===== config.mk =====
export PLATFORM = sky130hd
export DESIGN_NAME = range_ui
export DESIGN_NICKNAME = d
export VERILOG_FILES = /design/src/rtl/range_ui_pkg.sv /design/src/rtl/debounce.sv /design/src/rtl/range_ui.sv
export SDC_FILE = /design/constraint.sdc
export NUM_CORES = 1
export LEC_CHECK = 0
export BUFFER_PORTS_ARGS = -buffer_cell sky130_fd_sc_hd__buf_2
export CORE_MARGIN = 1.5
export CORE_UTILIZATION = 40
export CTS_CLUSTER_SIZE = 12
export DETAILED_ROUTE_END_ITERATION = 10
export GPL_TIMING_DRIVEN = 0
export PLACE_DENSITY = 0.63
export SLEW_MARGIN = 10
export SYNTH_ARGS = -nofsm -noshare
export SYNTH_HDL_FRONTEND = slang
export SYNTH_HIERARCHICAL = 1
export SYNTH_SLANG_ARGS = --single-unit

===== constraint.sdc =====
create_clock -name clk -period 4.95 [get_ports clk]
set_input_delay 0.495 -clock clk [delete_from_list [all_inputs] [get_ports clk]]
set_output_delay 0.495 -clock clk [all_outputs]
set_load 0.02 [all_outputs]

===== src/rtl/range_ui_pkg.sv =====
// Shared types and constants for the pushbutton/switch front end of the range engine.
package range_ui_pkg;

  typedef enum logic [1:0] {
    IDLE,
    LAUNCH,
    BUSY,
    VIEW
  } ui_state_t;

  localparam int unsigned NUM_KEYS    = 4;
  localparam int unsigned KEY_STEP_UP = 0;
  localparam int unsigned KEY_STEP_DN = 1;
  localparam int unsigned KEY_ZERO    = 2;
  localparam int unsigned KEY_RUN     = 3;

  localparam int unsigned SW_W    = 10;
  localparam int unsigned START_W = 32;
  localparam int unsigned N_W     = 12;

  // Keys that auto-repeat while held
  localparam logic [NUM_KEYS-1:0] REPEAT_KEYS =
    NUM_KEYS'((1 << KEY_STEP_UP) | (1 << KEY_STEP_DN));

endpackage


===== src/rtl/debounce.sv =====
// Two-flop synchronizer and debouncer for one active-low key; emits a one-cycle press event.
module debounce #(
  parameter int unsigned DEBOUNCE_CYCLES = 500000
) (
  input  logic clk,
  input  logic reset,
  input  logic key_raw,
  output logic level,
  output logic press
);

  localparam int unsigned CNT_W = $clog2(DEBOUNCE_CYCLES + 1);
  localparam logic [CNT_W-1:0] CNT_LAST = CNT_W'(DEBOUNCE_CYCLES - 1);

  logic             sync1;
  logic             sync2;
  logic [1:0]       warm;
  logic             armed;
  logic [CNT_W-1:0] cnt;

  // A key already held when reset releases must be seen released before it can press
  always_ff @(posedge clk) begin
    if (reset) begin
      sync1 <= 1'b1;
      sync2 <= 1'b1;
      warm  <= 2'b00;
      armed <= 1'b0;
      level <= 1'b1;
      cnt   <= '0;
      press <= 1'b0;
    end else begin
      sync1 <= key_raw;
      sync2 <= sync1;
      warm  <= {warm[0], 1'b1};
      press <= 1'b0;
      if (warm[1] && sync2) begin
        armed <= 1'b1;
      end
      if (sync2 == level) begin
        cnt <= '0;
      end else if (cnt == CNT_LAST) begin
        cnt   <= '0;
        level <= sync2;
        press <= level & armed;
      end else begin
        cnt <= cnt + CNT_W'(1);
      end
    end
  end

endmodule


===== src/rtl/range_ui.sv =====
// Key/switch front end: launches the range engine, waits for done, then steps the result index n.
module range_ui
  import range_ui_pkg::*;
#(
  parameter int unsigned RAM_WORDS       = 256,
  parameter int unsigned DEBOUNCE_CYCLES = 500000,
  parameter int unsigned REPEAT_DELAY    = 25000000,
  parameter int unsigned REPEAT_PERIOD   = 5000000
) (
  input  logic                clk,
  input  logic                reset,
  input  logic [NUM_KEYS-1:0] KEY,
  input  logic [SW_W-1:0]     SW,
  input  logic                done,
  output logic                go,
  output logic [START_W-1:0]  start,
  output logic [N_W-1:0]      n,
  output logic [N_W-1:0]      disp_val,
  output logic                busy
);

  localparam int unsigned RPT_MAX = (REPEAT_DELAY > REPEAT_PERIOD) ? REPEAT_DELAY : REPEAT_PERIOD;
  localparam int unsigned RPT_W   = $clog2(RPT_MAX + 1);
  localparam logic [RPT_W-1:0] RPT_DLY = RPT_W'(REPEAT_DELAY);
  localparam logic [RPT_W-1:0] RPT_PER = RPT_W'(REPEAT_PERIOD);
  localparam logic [N_W-1:0]   N_MAX   = N_W'(RAM_WORDS - 1);

  logic [NUM_KEYS-1:0] key_level;
  logic [NUM_KEYS-1:0] key_press;
  logic [NUM_KEYS-1:0] rpt_fire;
  logic [NUM_KEYS-1:0] key_ev;

  ui_state_t state;

  for (genvar g = 0; g < NUM_KEYS; g++) begin : g_key
    logic [RPT_W-1:0] rpt_cnt;
    logic             rpt_active;
    logic             rpt_fast;

    debounce #(
      .DEBOUNCE_CYCLES(DEBOUNCE_CYCLES)
    ) u_debounce (
      .clk    (clk),
      .reset  (reset),
      .key_raw(KEY[g]),
      .level  (key_level[g]),
      .press  (key_press[g])
    );

    // rpt_cnt counts cycles since the press event or the last repeat
    assign rpt_fire[g] = rpt_active && !key_level[g] &&
                         (rpt_cnt == (rpt_fast ? RPT_PER : RPT_DLY));
    assign key_ev[g]   = key_press[g] | (rpt_fire[g] & REPEAT_KEYS[g]);

    always_ff @(posedge clk) begin
      if (reset || key_level[g]) begin
        rpt_cnt    <= '0;
        rpt_active <= 1'b0;
        rpt_fast   <= 1'b0;
      end else if (key_press[g]) begin
        rpt_cnt    <= RPT_W'(1);
        rpt_active <= 1'b1;
        rpt_fast   <= 1'b0;
      end else if (rpt_fire[g]) begin
        rpt_cnt  <= RPT_W'(1);
        rpt_fast <= 1'b1;
      end else if (rpt_active) begin
        rpt_cnt <= rpt_cnt + RPT_W'(1);
      end
    end
  end

  // Launch/busy/view sequencing; run beats zero beats up beats down
  always_ff @(posedge clk) begin
    if (reset) begin
      state <= IDLE;
      go    <= 1'b0;
      busy  <= 1'b0;
      start <= '0;
      n     <= '0;
    end else begin
      go <= 1'b0;
      case (state)
        IDLE, VIEW: begin
          if (key_ev[KEY_RUN]) begin
            state <= LAUNCH;
            go    <= 1'b1;
            busy  <= 1'b1;
            start <= START_W'(SW);
            n     <= '0;
          end else if (state == VIEW) begin
            if (key_ev[KEY_ZERO]) begin
              n <= '0;
            end else if (key_ev[KEY_STEP_UP]) begin
              if (n != N_MAX) n <= n + N_W'(1);
            end else if (key_ev[KEY_STEP_DN]) begin
              if (n != '0) n <= n - N_W'(1);
            end
          end
        end
        LAUNCH: state <= BUSY;
        BUSY: begin
          if (done) begin
            state <= VIEW;
            busy  <= 1'b0;
          end
        end
        default: state <= IDLE;
      endcase
    end
  end

  always_ff @(posedge clk) begin
    if (reset) begin
      disp_val <= '0;
    end else begin
      disp_val <= start[N_W-1:0] + n;
    end
  end

endmodule

==> flow_summary.toml <==
[run_status]
status = "finished clean"

[global_routing]
grt_usage_pct = 15.42
grt_max_degree = 30
first_global_vias = 6574
grt_overflow = 0
grt_pass1_wl_um = 30650
antenna_found_initial = 0

[placement]
dp_cells = 1395
dp_hpwl_um = 12870
place_area_mm2 = 0.009951
place_congestion = 0.8048
port-buffer-count = 52

[power]
power_mw = 3.248
powerDensity_mw_per_mm2 = 306.2
static-leakage-power_nw = 3.786
irDropWorstVdd_mv = 0.2234

[critical_path]
critPathKind = "flop to flop"
cpMaxStageDelayCell = "fa_1"
cp_top_family = "compound AO/OA/AOI/OAI gates"
cp.arrival_ps = 4580
worstPathRequired_ps = 5270
crit_chain = "inv_1, ha_1, or4b_4, a2111oi_4, nor2_1, fa_1, a21o_1, a21oi_1, nor2b_1, o311a_1, o221a_2, o21a_1, or3_1, a32o_1"
cp-end-kind = "flop"
slowest_delay_ps = 500
start_kind = "flop"
crit_fanout = 15
path_buf_inv = 1

[detailed_routing]
ant_nets = 0
viasPerCell = 4.999
drc_errors = 0
routed_wl_um = 17920
wl_per_cell_um = 12.56
vias = 7129
dr.pass1.iters = 4
dr.first_iter.drc_count = 370

[clock_network]
post_cts_buffers = 0
cts-buffers-inserted = 17
cts_root_buffer = "clkbuf_16"
clock-sinks = 196
holdBufCountCts = 0
clk-insertion-delay-late_ps = 430
clockBufferDepth = 2
post_cts_resized = 0
cts-htree-levels = 4
clkTransAtPathRegs_ps = 60
cts_tree = "done"

[worst_hold_path]
hold_class = "input port to flop"

[timing]
fmax_mhz = 234.6
finalCriticalPeriod_ps = 4263
tightest_slew_ps = 1087
rsz0062_at_grt = "no"
max-slew-margin-rel_pct = 27.26
clock_skew_ps = 6.785
hold_viol = 0
slew_violations = 0
setup_tns_ps = 0
setup_viol = 0
finalCritPeriodShare_pct = 86.12

[synthesis]
synthCells = 1037
netlist_area_mm2 = 0.009255
synth_edf_count = 0
yosys.area_share.simple_pct = 28.30
synth.distinct_cells = 63
yosysWarnings = 6
synth_top_family_by_area = "simple AND/OR/NAND/NOR gates"
syn_avg_cell_area_um2 = 8.925
synthFlopType = "dfxtp_1"
synth_compound_area_share_pct = 7.719
synthXorXnorAreaFrac_pct = 11.64
seq_area_frac_synth_pct = 42.40
async_reset_ff_share_pct = 0
yosys.area_share.adder_pct = 4.623
synth.mux.area_fraction_pct = 0.6489
synth.ff_latch_count = 196

[die]
fp.dieW_um = 155.1
rows = 55
start_util_pct = 40.88
top_level_ports = 75
die_h_um = 155.1
core-area_mm2 = 0.02264
dieArea_mm2 = 0.02406

[layout]
layout-drive-gt1-share_pct = 14.20
antenna_cells = 0
area_delta_synth_final_pct = 14.59
final_nets = 1179
fin_cells = 1426
stdcell_area_mm2 = 0.01061

[flow_run]
cap_violations = 0
stage by stage:
step | worst slack, ps | utilization (%) | hold WS [ps]
floorplan | 1090 | - | 389.5
global placement | 679.8 | 43.95 | 394.6
detailed placement | 696.8 | 43.95 | 392.9
CTS | 681.2 | 46.84 | 230.3
global route | 429.9 | 46.84 | 238.5
finish | 687.1 | 46.84 | 251.3
cell type report:
cell class,count,area (um2)
Fill cell,2201,12040
Multi-Input combinational cell,787,4981
Sequential cell,196,3924
Clock buffer,19,452.9
Tap cell,285,356.6
Buffer,46,320.3
Timing Repair Buffer,52,260.3
Clock inverter,12,201.4
Inverter,29,108.9
worst register-to-register path, delay by kind of cell, from the launching register on:
family                     cells  cell delay (ps)
and+or+nand+nor                4             1230
AOI/OAI and AO/OA              7             1840
buffers and inverters          1               80
adders and majority gates      2              630
DFF                            1              370
registers in the layout, indices dropped and copies added, names as in the netlist, 2 cells and up:
signal	cells
g_key.u_debounce/sync1	4
g_key.u_debounce/cnt	76
g_key.u_debounce/press	4
g_key.rpt_active	2
g_key.u_debounce/warm	8
state	2
g_key.rpt_cnt	50
n	12
g_key.u_debounce/level	4
start	10
g_key.u_debounce/sync2	4
g_key.rpt_fast	2
disp_val	12
g_key.u_debounce/armed	4
power by group:
group | switching, mW | leakage [nW] | internal, mW
registers | 0.0127 | 1.58 | 1.59
clock network | 0.601 | 0.304 | 0.921
logic | 0.0689 | 1.90 | 0.0503
total | 0.682 | 3.79 | 2.57
Yosys cell counts (all sizes together), types with 11 or more instances:
library cell | n | area, um2
buf | 34 | 275.3
nor3 | 20 | 100.1
nand4 | 39 | 329.1
clkbuf | 12 | 45.04
o21ai | 16 | 80.08
xnor2 | 54 | 473.0
nand3 | 43 | 215.2
xor2 | 69 | 604.3
and3 | 11 | 68.82
ha | 31 | 387.9
or3 | 15 | 98.84
and4 | 13 | 113.9
or2 | 14 | 87.58
nand2 | 95 | 356.6
inv | 29 | 108.9
nor4 | 30 | 202.7
nor2b | 12 | 75.07
a21oi | 48 | 240.2
nor2 | 173 | 651.9
dfxtp | 196 | 3924
final timing paths:
check                                  from                        end  slack (ps)  depth (start not counted)
hold / removal                       KEY[0]  g_key[0].u_debounce/sync1         250                          2
hold reg to reg   g_key[2].u_debounce/sync1  g_key[2].u_debounce/sync2         410                          1
setup reg to reg        g_key[0].rpt_cnt[0]                      n[10]         690                         14
setup / recovery        g_key[0].rpt_cnt[0]                      n[10]         690                         14
per-layer routing:
metal  routed length, um  vias up  global-route usage [%]
met3                 512       24                   2.674
met5                   0        -                       0
met4                 332        0                   5.952
met1                8765     3275                   19.95
li1                    -     3735                       -
met2                8306       95                   25.67
placed cells by master (no fill, tap or decap), types with 8 or more instances in the layout:
cell / n
dfxtp_1: 196
nor2_1: 172
nand2_1: 95
xor2_1: 69
buf_2: 56
xnor2_1: 54
a21oi_1: 48
nand3_1: 43
nand4_1: 31
ha_1: 31
inv_1: 29
nor4_1: 29
buf_4: 22
conb_1: 22
nor3_1: 20
clkbuf_16: 17
o21ai_0: 16
or3_1: 14
or2_2: 14
and4_1: 13
clkbuf_1: 12
nor2b_1: 12
and3_1: 11
buf_6: 8
cells by family after synthesis:
logic type | Yosys count
AOI/OAI and AO/OA | 105
other | 1
buffers and inverters | 75
adders and majority gates | 33
xor gates and xnor gates | 123
muxes | 6
and+or+nand+nor | 498
DFF | 196
Power figures use the tool's default switching activity.
